### src/rtl/router_pkg.sv
// Shared types and default sizing for the 1x3 router ingress control path.
package router_pkg;

    localparam int NUM_DEST_DEF = 3;
    localparam int ADDR_W_DEF   = 2;

    typedef enum logic [2:0] {
        DECODE_ADDRESS     = 3'd0,
        LOAD_FIRST_DATA    = 3'd1,
        LOAD_DATA          = 3'd2,
        WAIT_TILL_EMPTY    = 3'd3,
        FIFO_FULL_STATE    = 3'd4,
        LOAD_AFTER_FULL    = 3'd5,
        LOAD_PARITY        = 3'd6,
        CHECK_PARITY_ERROR = 3'd7
    } state_t;

endpackage

### src/rtl/router_fsm.sv
// Ingress control FSM: decodes header address, sequences register-block loads and parity check.
// Latency: one state per clock; outputs are Moore, decoded from the registered state only.
// Backpressure: busy holds the source byte in every state except DECODE_ADDRESS and LOAD_DATA.
module router_fsm
    import router_pkg::*;
#(
    parameter int NUM_DEST = NUM_DEST_DEF,
    parameter int ADDR_W   = ADDR_W_DEF
) (
    input  logic                clock,
    input  logic                resetn,
    input  logic                pkt_valid,
    input  logic [ADDR_W-1:0]   data_in,
    input  logic                fifo_full,
    input  logic [NUM_DEST-1:0] fifo_empty,
    input  logic [NUM_DEST-1:0] soft_reset,
    input  logic                parity_done,
    input  logic                low_pkt_valid,
    output logic                detect_add,
    output logic                lfd_state,
    output logic                ld_state,
    output logic                laf_state,
    output logic                full_state,
    output logic                rst_int_reg,
    output logic                write_enb_reg,
    output logic                busy,
    output logic [ADDR_W-1:0]   dest_sel,
    output logic [2:0]          state_o
);

    localparam int                ADDR_SPACE = 2 ** ADDR_W;
    localparam logic [ADDR_W:0]   NUM_DEST_W = (ADDR_W + 1)'(NUM_DEST);

    state_t                  state;
    state_t                  state_nxt;
    logic                    addr_ok;
    logic [ADDR_SPACE-1:0]   empty_pad;
    logic [ADDR_SPACE-1:0]   srst_pad;

    // Pad per-port flags to the full address space so out-of-range indices read as 0.
    always_comb begin
        empty_pad                 = '0;
        srst_pad                  = '0;
        empty_pad[NUM_DEST-1:0]   = fifo_empty;
        srst_pad[NUM_DEST-1:0]    = soft_reset;
    end

    assign addr_ok = pkt_valid && ({1'b0, data_in} < NUM_DEST_W);

    always_ff @(posedge clock or negedge resetn) begin
        if (!resetn) begin
            state    <= DECODE_ADDRESS;
            dest_sel <= '0;
        end else begin
            state <= state_nxt;
            if (state == DECODE_ADDRESS && addr_ok) begin
                dest_sel <= data_in;
            end
        end
    end

    always_comb begin
        state_nxt = state;
        case (state)
            DECODE_ADDRESS: begin
                if (addr_ok) begin
                    state_nxt = empty_pad[data_in] ? LOAD_FIRST_DATA : WAIT_TILL_EMPTY;
                end
            end
            WAIT_TILL_EMPTY: begin
                if (empty_pad[dest_sel]) begin
                    state_nxt = LOAD_FIRST_DATA;
                end
            end
            LOAD_FIRST_DATA: state_nxt = LOAD_DATA;
            LOAD_DATA: begin
                if (fifo_full) begin
                    state_nxt = FIFO_FULL_STATE;
                end else if (!pkt_valid) begin
                    state_nxt = LOAD_PARITY;
                end
            end
            FIFO_FULL_STATE: begin
                if (!fifo_full) begin
                    state_nxt = LOAD_AFTER_FULL;
                end
            end
            LOAD_AFTER_FULL: begin
                if (parity_done) begin
                    state_nxt = DECODE_ADDRESS;
                end else if (low_pkt_valid) begin
                    state_nxt = LOAD_PARITY;
                end else begin
                    state_nxt = LOAD_DATA;
                end
            end
            LOAD_PARITY: state_nxt = CHECK_PARITY_ERROR;
            CHECK_PARITY_ERROR: begin
                state_nxt = fifo_full ? FIFO_FULL_STATE : DECODE_ADDRESS;
            end
            default: state_nxt = DECODE_ADDRESS;
        endcase

        // A read-timeout on the selected port abandons the packet from any active state.
        if (state != DECODE_ADDRESS && srst_pad[dest_sel]) begin
            state_nxt = DECODE_ADDRESS;
        end
    end

    always_comb begin
        detect_add    = (state == DECODE_ADDRESS);
        lfd_state     = (state == LOAD_FIRST_DATA);
        ld_state      = (state == LOAD_DATA);
        laf_state     = (state == LOAD_AFTER_FULL);
        full_state    = (state == FIFO_FULL_STATE);
        rst_int_reg   = (state == CHECK_PARITY_ERROR);
        write_enb_reg = (state == LOAD_DATA) || (state == LOAD_PARITY) ||
                        (state == LOAD_AFTER_FULL);
        busy          = !((state == DECODE_ADDRESS) || (state == LOAD_DATA));
        state_o       = state;
    end

endmodule

### config.mk
export PLATFORM = sky130hd
export DESIGN_NAME = router_fsm
export DESIGN_NICKNAME = d
export VERILOG_FILES = /design/src/rtl/router_pkg.sv /design/src/rtl/router_fsm.sv
export SDC_FILE = /design/constraint.sdc
export NUM_CORES = 1
export LEC_CHECK = 0
export BUFFER_PORTS_ARGS = -buffer_cell sky130_fd_sc_hd__buf_2
export CAP_MARGIN = 20
export CORE_AREA = 4 4 41 43
export CTS_CLUSTER_DIAMETER = 100
export DETAILED_ROUTE_END_ITERATION = 8
export DIE_AREA = 0 0 45 47
export PLACE_DENSITY = 0.65
export SETUP_SLACK_MARGIN = 0.1
export SYNTH_ARGS = -nofsm -noshare
export SYNTH_HDL_FRONTEND = slang
export SYNTH_SLANG_ARGS = --single-unit
### constraint.sdc
create_clock -name clock -period 2.2 [get_ports clock]
set_input_delay 0.33 -clock clock [delete_from_list [all_inputs] [get_ports clock]]
set_output_delay 0.33 -clock clock [all_outputs]
set_load 0.05 [all_outputs]
==> impl_metrics.py, run 1 <==
metrics = {
    "place": {
        "gp_congestion": 0.768,
        "pre_cts_slack_ns": 0.496,
        "place_area_um2": 621,
        "dp.cells": 96,
        "io_buffers": 26,
        "hpwlAfterDp_um": 988,
    },
    "die": {
        "die_h_um": 47,
        "dieArea_um2": 2120,
        "core-area_um2": 1300,
        "initial_core_util_pct": 36.2,
        "rows": 13,
        "ios": 27,
        "die_width_um": 45,
    },
    "power_and_ir_drop": {
        "powerDensity_nw_per_um2": 1640,
        "total_power_mw": 1.08,
        "ir_worst_vdd_uv": 1020,
        "leakagePower_nw": 0.339,
    },
    "worst_setup_path": {
        "cp.required_ns": 1.87,
        "end_kind": "primary output",
        "cp-start-kind": "flop",
        "worstReg2RegStart": "state_o[1]$_DFFE_PN0P_",
        "startpoint": "state_o[1]$_DFFE_PN0P_",
        "crit_path_max_fanout": 16,
        "r2r_setup_slack_ns": 0.59,
        "setup.worst_path.end": "write_enb_reg",
        "crit_arrival_ns": 1.64,
        "reg2reg_depth": 4,
        "r2r_end": "state_o[1]$_DFFE_PN0P_",
        "critPathKind": "reg -> out",
    },
    "cells_and_area": {
        "diodes": 0,
        "fill_cells": 140,
        "layout_common_cells": "26 x buf_2, 5 x nand2_1, 5 x dfrtp_1",
        "design_area_um2": 657,
        "final_common_cell": "buf_2",
        "final_util_pct": 50.5,
        "final_nets": 101,
        "syn_to_final_growth_pct": 39.6,
        "drive_gt1_share_pct": 43.0,
        "final_cells": 101,
    },
    "route": {
        "wl_per_cell_um": 12.3,
        "firstDrtPassIters": 4,
        "drt_iter0_markers": 8,
        "vias": 512,
        "routed_wl_um": 1240,
        "ant_nets": 0,
        "route.detailed.drc": 0,
        "viasPerCell": 5.07,
    },
    "sta": {
        "timing.hold.ws_ns": 0.375,
        "worst_pin_slew_ns": 0.468,
        "fin_crit_ns": 1.97,
        "drv_slew": 0,
        "setup_violations": 0,
        "relSlewSlack_pct": 68.8,
        "clock-skew-final_ns": 0.00319,
        "fmax_mhz": 508,
        "finalHoldViolCount": 0,
        "rsz0062_at_grt": "false",
        "fin_tns_setup_ns": 0,
        "timing.final.ws_setup_ns": 0.233,
        "timing.final.crit_share_pct": 89.4,
    },
    "synth": {
        "yosys.area.top_type": "dfrtp_1",
        "ys.flop_type": "dfrtp_1",
        "synth_cells": 57,
        "synth_edf_count": 0,
        "yosysWarnings": 0,
        "synthTopCellsByArea": "dfrtp_1 27%, nor2b_1 5.3%, mux2i_1 4.3%",
        "syn-num-nets": 71,
        "ys_types": 33,
        "ys_seq_area_share_pct": 26.6,
        "ys_ff_latch": 5,
        "synthArstFlopShare_pct": 100,
        "synth_area_um2": 470,
        "avgSynthCellArea_um2": 8.25,
        "netlist.area_leader.share_pct": 26.6,
    },
    "cts": {
        "post_cts_resized": 0,
        "clockBufferDepth": 2,
        "clk_pin_slew_ns": 0.04,
        "cts_setup_buffers": 0,
        "numClockSinks": 5,
        "hold_buffers": 1,
        "root_buffer": "clkbuf_4",
        "cts_made_buffers": 3,
        "cts_tree": "yes",
        "h-tree-depth": 1,
        "clk_latency_ns": 0.23,
    },
    "status": {
        "status": "finished, final reports clean",
    },
    "global_route": {
        "track_usage_pct": 13.0,
        "met3_usage_pct": 1.53,
        "grt_pass1_vias": 484,
        "top_usage_layer": "met2",
        "met1_usage_pct": 18.3,
        "use_met2_pct": 19.5,
        "antenna_found_initial": 0,
        "overflow": 0,
        "grt_first_pass_wirelength_um": 2060,
        "grt_max_degree": 17,
    },
    "flow_run": {
        "cap_violations": 0,
    },
    "worst_hold_path": {
        "hp-class": "in -> reg",
    },
}
-- worst min-delay path by stage --
| stage | start | endpoint | slack (ns) | cells after the start |
|---|---|---|---|---|
| after floorplan | resetn | dest_sel[0]$_DFFE_PN0P_ | 0.03 | 0 |
| after global placement | resetn | state_o[2]$_DFFE_PN0P_ | 0.15 | 1 |
| after detailed placement | resetn | state_o[2]$_DFFE_PN0P_ | 0.15 | 1 |
| after CTS | fifo_full | state_o[2]$_DFFE_PN0P_ | 0.37 | 3 |
| after global routing | fifo_full | state_o[2]$_DFFE_PN0P_ | 0.40 | 3 |
| final | fifo_full | state_o[2]$_DFFE_PN0P_ | 0.37 | 3 |
-- report_power, final --
group	internal, mW	switching, mW	leakage, nW	total (mW)
sequential	0.134	0.0979	0.0623	0.231
clock	0.0683	0.0328	0.0150	0.101
combinational	0.225	0.522	0.262	0.747
total	0.427	0.652	0.339	1.08
-- cell families (layout without fill, tap and decap cells) --
logic type	after synthesis	in the layout	synth area share, %
AO/OA/AOI/OAI	13	13	21.8
buffers and inverters	5	34	4.52
flip-flops	5	5	26.6
multiplexers	3	3	7.45
AND/OR/NAND/NOR	31	31	39.6
-- layout make-up --
type	instances	area (um2)	share of cell area (%)
Tap cell	15	18.8	2.86
Clock buffer	4	26.3	4.00
Timing Repair Buffer	27	140	21.3
Multi-Input combinational cell	47	335	51.0
Inverter	3	11.3	1.71
Sequential cell	5	125	19.0
-- sequential cells by signal, summed over array words and instances, names as in the netlist --
signal and count:
dest_sel 2, state_o 3
-- Yosys cell counts (all sizes together), types with 2 or more instances --
master / n
and3: 3
buf: 2
dfrtp: 5
inv: 3
mux2i: 2
nand2: 5
nand2b: 2
nand3: 2
nor2: 4
nor2b: 4
nor3: 2
o21ai: 2
or3b: 2
or4: 2
-- critical path: stages (launching register included) --
cell	delay (ns)
dfrtp_1	0.62
inv_1	0.16
and3_2	0.25
nand2b_2	0.16
buf_2	0.20
-- per-layer routing --
metal  share of wire, %  vias up
li1                   -      269
met1                 47      225
met2                 46       18
met3                7.2        0
met4                  0        0
met5                  0        -
Power figures use the tool's default switching activity.
==> run 2, diff against run 1 <==
--- a/config.mk
+++ b/config.mk
@@ -12,6 +12,7 @@
 export DETAILED_ROUTE_END_ITERATION = 8
 export DIE_AREA = 0 0 45 47
 export PLACE_DENSITY = 0.65
+export RECOVER_POWER = 25
 export SETUP_SLACK_MARGIN = 0.1
 export SYNTH_ARGS = -nofsm -noshare
 export SYNTH_HDL_FRONTEND = slang
==> run 2 against run 1 <==
Against the previous run: power about the same; count of clock-buffer cells in the layout unchanged; via count up 0.39%; maximum frequency about the same; setup slack about the same; cell area down 0.19%; hold slack about the same; largest cell class unchanged; highest routed layer unchanged.
==> impl_metrics.py, run 2 (same netlist as run 1, synthesis figures left out) <==
metrics = {
    "status": {
        "status": "finished, final reports clean",
    },
    "worst_setup_path": {
        "reg2reg_depth": 4,
        "critPathKind": "reg -> out",
        "end_kind": "primary output",
        "cp-start-kind": "flop",
        "crit_arrival_ns": 1.64,
        "cp.required_ns": 1.87,
        "crit_path_max_fanout": 16,
    },
    "die": {
        "rows": 13,
        "core-area_um2": 1300,
        "ios": 27,
        "die_width_um": 45,
        "dieArea_um2": 2120,
        "initial_core_util_pct": 36.2,
        "die_h_um": 47,
    },
    "cts": {
        "numClockSinks": 5,
        "clk_pin_slew_ns": 0.04,
        "cts_made_buffers": 3,
        "clk_latency_ns": 0.23,
        "root_buffer": "clkbuf_4",
        "clockBufferDepth": 2,
        "h-tree-depth": 1,
        "cts_tree": "yes",
    },
    "global_route": {
        "track_usage_pct": 13.0,
        "antenna_found_initial": 0,
        "grt_max_degree": 17,
        "overflow": 0,
        "grt_first_pass_wirelength_um": 2060,
        "grt_pass1_vias": 484,
    },
    "route": {
        "vias": 514,
        "firstDrtPassIters": 4,
        "drt_iter0_markers": 8,
        "routed_wl_um": 1240,
        "wl_per_cell_um": 12.3,
        "route.detailed.drc": 0,
        "viasPerCell": 5.09,
        "ant_nets": 0,
    },
    "cells_and_area": {
        "regArea_um2": 125,
        "fill_cells": 141,
        "final_cells": 101,
        "syn_to_final_growth_pct": 39.4,
        "diodes": 0,
        "final_common_cell": "buf_2",
        "multi_input_area_um2": 335,
        "final_nets": 101,
        "drive_gt1_share_pct": 41.9,
        "layout_common_cells": "25 x buf_2, 5 x nand2_1, 5 x dfrtp_1",
        "largest_reg_flops": 3,
    },
    "power_and_ir_drop": {
        "leakagePower_nw": 0.336,
        "p_int_mw": 0.427,
        "p_switching_mw": 0.652,
        "comb_power_share_pct": 69.2,
        "swShare_pct": 60.5,
        "p_seq_share_pct": 21.5,
        "power_frac_clock_pct": 9.4,
        "ir_worst_vdd_uv": 1020,
        "powerDensity_nw_per_um2": 1650,
    },
    "sta": {
        "relSlewSlack_pct": 68.8,
        "drv_slew": 0,
        "setup_violations": 0,
        "worst_pin_slew_ns": 0.468,
        "clock-skew-final_ns": 0.00319,
        "fmax_mhz": 508,
        "rsz0062_at_grt": "false",
        "fin_crit_ns": 1.97,
        "fin_tns_setup_ns": 0,
        "timing.final.ws_setup_ns": 0.233,
        "timing.final.crit_share_pct": 89.4,
        "finalHoldViolCount": 0,
    },
    "place": {
        "pre_cts_slack_ns": 0.496,
        "dp.cells": 96,
        "gp_congestion": 0.768,
        "hpwlAfterDp_um": 988,
        "io_buffers": 26,
    },
    "flow_run": {
        "cap_violations": 0,
    },
    "worst_hold_path": {
        "hold_path_depth": 3,
        "hp-class": "in -> reg",
    },
}
[run 2: cell count changes in the layout (fill, tap and decap cells not counted)]
cell / previous run / this run
buf_2: 26 / 25
clkbuf_1: 1 / 2
[run 2: final cells by class]
| class | count | area share (%) |
|---|---|---|
| Timing Repair Buffer | 27 | 21.2 |
| Tap cell | 15 | 2.86 |
| Sequential cell | 5 | 19.1 |
| Clock buffer | 4 | 4.01 |
| Multi-Input combinational cell | 47 | 51.1 |
| Inverter | 3 | 1.72 |
[run 2: repair_timing]
| item | in CTS | in global routing |
|---|---|---|
| buffers inserted | 0 | 0 |
| hold buffers | 1 | 0 |
| resized for setup | 0 | 0 |
| hold endpoints to repair | 5 | 0 |
[run 2: per-stage QoR]
stage	area (um2)	util [%]	power, mW	hold WS, ns
2_1_floorplan	482	-	0.824	0.0344
6_report	656	50.4	1.08	0.375
3_3_place_gp	621	47.7	0.982	0.145
5_1_grt	656	50.4	1.16	0.397
4_1_cts	657	50.5	1.09	0.371
3_5_place_dp	621	47.7	0.981	0.146
[run 2: layer usage]
metal / GRT usage, % / vias to the layer above / wire [um]
met5: 0 / - / 0
met4: 7.02 / 0 / 0
met3: 1.53 / 0 / 89
met2: 19.5 / 18 / 569
met1: 18.3 / 227 / 581
li1: - / 269 / -
[run 2: worst paths after layout]
path | slack [ns] | start | endpoint
max reg2reg | 0.59 | state_o[1]$_DFFE_PN0P_ | state_o[1]$_DFFE_PN0P_
max | 0.23 | state_o[1]$_DFFE_PN0P_ | write_enb_reg
min | 0.37 | fifo_full | state_o[2]$_DFFE_PN0P_
min reg2reg | 0.62 | dest_sel[1]$_DFFE_PN0P_ | dest_sel[1]$_DFFE_PN0P_
max in group asynchronous | 1.53 | resetn | dest_sel[0]$_DFFE_PN0P_
min in group asynchronous | 0.47 | resetn | state_o[2]$_DFFE_PN0P_
[run 2: worst max-delay path, cell delays in order, from the launching register on]
cell and delay, ns:
dfrtp_1 0.62, inv_1 0.16, and3_2 0.25, nand2b_2 0.16, buf_2 0.20
[run 2: power by group through the flow]
stage	clock, mW	sequential [mW]	combinational (mW)
finish	0.101	0.231	0.746
global route	0.114	0.242	0.806
CTS	0.106	0.229	0.754
detailed placement	0	0.231	0.750
global placement	0	0.228	0.753
floorplan	0	0.325	0.499
==> run 3, diff against run 2 <==
--- a/config.mk
+++ b/config.mk
@@ -7,11 +7,11 @@
 export LEC_CHECK = 0
 export BUFFER_PORTS_ARGS = -buffer_cell sky130_fd_sc_hd__buf_2
 export CAP_MARGIN = 20
-export CORE_AREA = 4 4 41 43
+export CORE_AREA = 2 2 39 41
 export CTS_CLUSTER_DIAMETER = 100
 export DETAILED_ROUTE_END_ITERATION = 8
-export DIE_AREA = 0 0 45 47
-export PLACE_DENSITY = 0.65
+export DIE_AREA = 0 0 41 43
+export PLACE_DENSITY = 0.66
 export RECOVER_POWER = 25
 export SETUP_SLACK_MARGIN = 0.1
 export SYNTH_ARGS = -nofsm -noshare
==> run 3 against run 2 <==
Against the previous run: global-route usage increased by 2.2 points; setup slack better by 0.042 ns; first-iteration DRC count down 63%; clock skew decreased by 0.0018 ns; largest cell class unchanged; cell count increased by 0.99%; critical path depth did not move; count of clock-buffer cells in the layout did not move; sequential power barely moved; critical path type unchanged; sequential share of layout area barely moved.
==> impl_metrics.py, run 3 (same netlist as run 1, synthesis figures left out) <==
metrics = {
    "global_route": {
        "overflow": 0,
        "grt_pass1_vias": 471,
        "grt_max_degree": 17,
        "grt_first_pass_wirelength_um": 1820,
        "track_usage_pct": 15.3,
        "antenna_found_initial": 0,
    },
    "sta": {
        "worst_pin_slew_ns": 0.431,
        "relSlewSlack_pct": 71.3,
        "timing.hold.ws_ns": 0.394,
        "drv_slew": 0,
        "setup_violations": 0,
        "rsz0062_at_grt": "false",
        "timing.final.crit_share_pct": 87.5,
        "fin_tns_setup_ns": 0,
        "finalHoldViolCount": 0,
        "clock-skew-final_ns": 0.00142,
        "fmax_mhz": 519,
        "fin_crit_ns": 1.93,
    },
    "die": {
        "dieArea_um2": 1760,
        "ios": 27,
        "rows": 14,
        "die_h_um": 43,
        "initial_core_util_pct": 34.0,
        "die_width_um": 41,
        "core-area_um2": 1380,
    },
    "worst_setup_path": {
        "crit_path_max_fanout": 16,
        "cpMaxStageDelayCell": "dfrtp_1",
        "cp-start-kind": "flop",
        "slowest_delay_ns": 0.60,
        "end_kind": "primary output",
        "reg2reg_depth": 4,
        "cp.required_ns": 1.87,
        "crit_arrival_ns": 1.60,
        "cp_cell_sequence": "inv_1 > and3_2 > nand2b_2 > buf_2",
        "critPathKind": "reg -> out",
    },
    "cells_and_area": {
        "final_common_cell": "buf_2",
        "design_area_um2": 657,
        "drive_gt1_share_pct": 41.9,
        "diodes": 0,
        "multi_input_area_um2": 335,
        "final_nets": 101,
        "syn_to_final_growth_pct": 39.6,
        "regArea_um2": 125,
        "layout_common_cells": "25 x buf_2, 5 x nand2_1, 5 x dfrtp_1",
        "final_cells": 102,
        "final_util_pct": 47.5,
        "fill_cells": 143,
        "largest_reg_flops": 3,
    },
    "worst_hold_path": {
        "hold_path_depth": 3,
        "hp-class": "in -> reg",
    },
    "power_and_ir_drop": {
        "swShare_pct": 60.4,
        "power_frac_clock_pct": 9.2,
        "ir_worst_vdd_uv": 855,
        "p_int_mw": 0.426,
        "powerDensity_nw_per_um2": 1640,
        "p_seq_share_pct": 21.3,
        "comb_power_share_pct": 69.5,
        "p_switching_mw": 0.650,
        "leakagePower_nw": 0.336,
    },
    "route": {
        "vias": 522,
        "firstDrtPassIters": 4,
        "viasPerCell": 5.12,
        "wl_per_cell_um": 11.2,
        "route.detailed.drc": 0,
        "drt_iter0_markers": 3,
        "ant_nets": 0,
        "routed_wl_um": 1140,
    },
    "place": {
        "hpwlAfterDp_um": 934,
        "dp.cells": 97,
        "io_buffers": 26,
        "gp_congestion": 0.728,
        "place_area_um2": 622,
    },
    "cts": {
        "clk_latency_ns": 0.23,
        "cts_made_buffers": 3,
        "root_buffer": "clkbuf_4",
        "clk_pin_slew_ns": 0.04,
        "h-tree-depth": 1,
        "numClockSinks": 5,
        "clockBufferDepth": 2,
        "cts_tree": "yes",
    },
    "status": {
        "status": "finished, final reports clean",
    },
    "flow_run": {
        "cap_violations": 0,
    },
}
==> run 3: repair_timing <==
action | CTS | global route
gates resized for setup | 0 | 0
hold buffers | 1 | 0
setup buffers | 0 | 0
hold endpoints to repair | 5 | 0
==> run 3: metrics by stage <==
step                setup WS (ns)  total power [mW]
floorplan                   0.111             0.824
global placement            0.551             0.976
detailed placement          0.519             0.982
CTS                         0.263              1.09
global route                0.162              1.16
finish                      0.275              1.08
==> run 3: final timing paths <==
kind,start,endpoint,slack [ns]
max in group asynchronous,resetn,dest_sel[0]$_DFFE_PN0P_,1.54
min in group asynchronous,resetn,state_o[2]$_DFFE_PN0P_,0.46
setup reg to reg,state_o[0]$_DFFE_PN0P_,state_o[1]$_DFFE_PN0P_,0.62
hold reg to reg,dest_sel[1]$_DFFE_PN0P_,dest_sel[1]$_DFFE_PN0P_,0.62
setup / recovery,state_o[1]$_DFFE_PN0P_,write_enb_reg,0.27
hold / removal,fifo_full,state_o[2]$_DFFE_PN0P_,0.39
==> run 3: critical path: cells and delay by family, from the launching register on <==
kind          cells  cell delay, ns
buf+inv           2            0.36
flops             1            0.60
simple gates      2            0.40
==> run 3: final cells by class <==
cell class / instances / share of cell area [%]
clock buffer: 4 / 4.00
sequential: 5 / 19.0
tap: 16 / 3.05
multi-input combinational: 47 / 51.0
inverter: 3 / 1.71
timing repair buffer: 27 / 21.1
==> run 3: power groups by stage <==
| stage | Sequential, mW | Clock, mW | Combinational [mW] |
|---|---|---|---|
| 2_1_floorplan | 0.325 | 0 | 0.499 |
| 3_3_place_gp | 0.227 | 0 | 0.750 |
| 3_5_place_dp | 0.231 | 0 | 0.752 |
| 4_1_cts | 0.229 | 0.106 | 0.754 |
| 5_1_grt | 0.242 | 0.113 | 0.804 |
| 6_report | 0.229 | 0.0989 | 0.748 |
==> run 3: layer usage <==
metal	routed length (um)	vias to the layer above	track usage (%)	part of all wire (%)
met3	51	2	1.57	4.5
met2	529	13	23.8	46
met4	8	0	10.0	0.70
met1	550	236	18.8	48
li1	-	271	-	-
met5	0	-	0	0
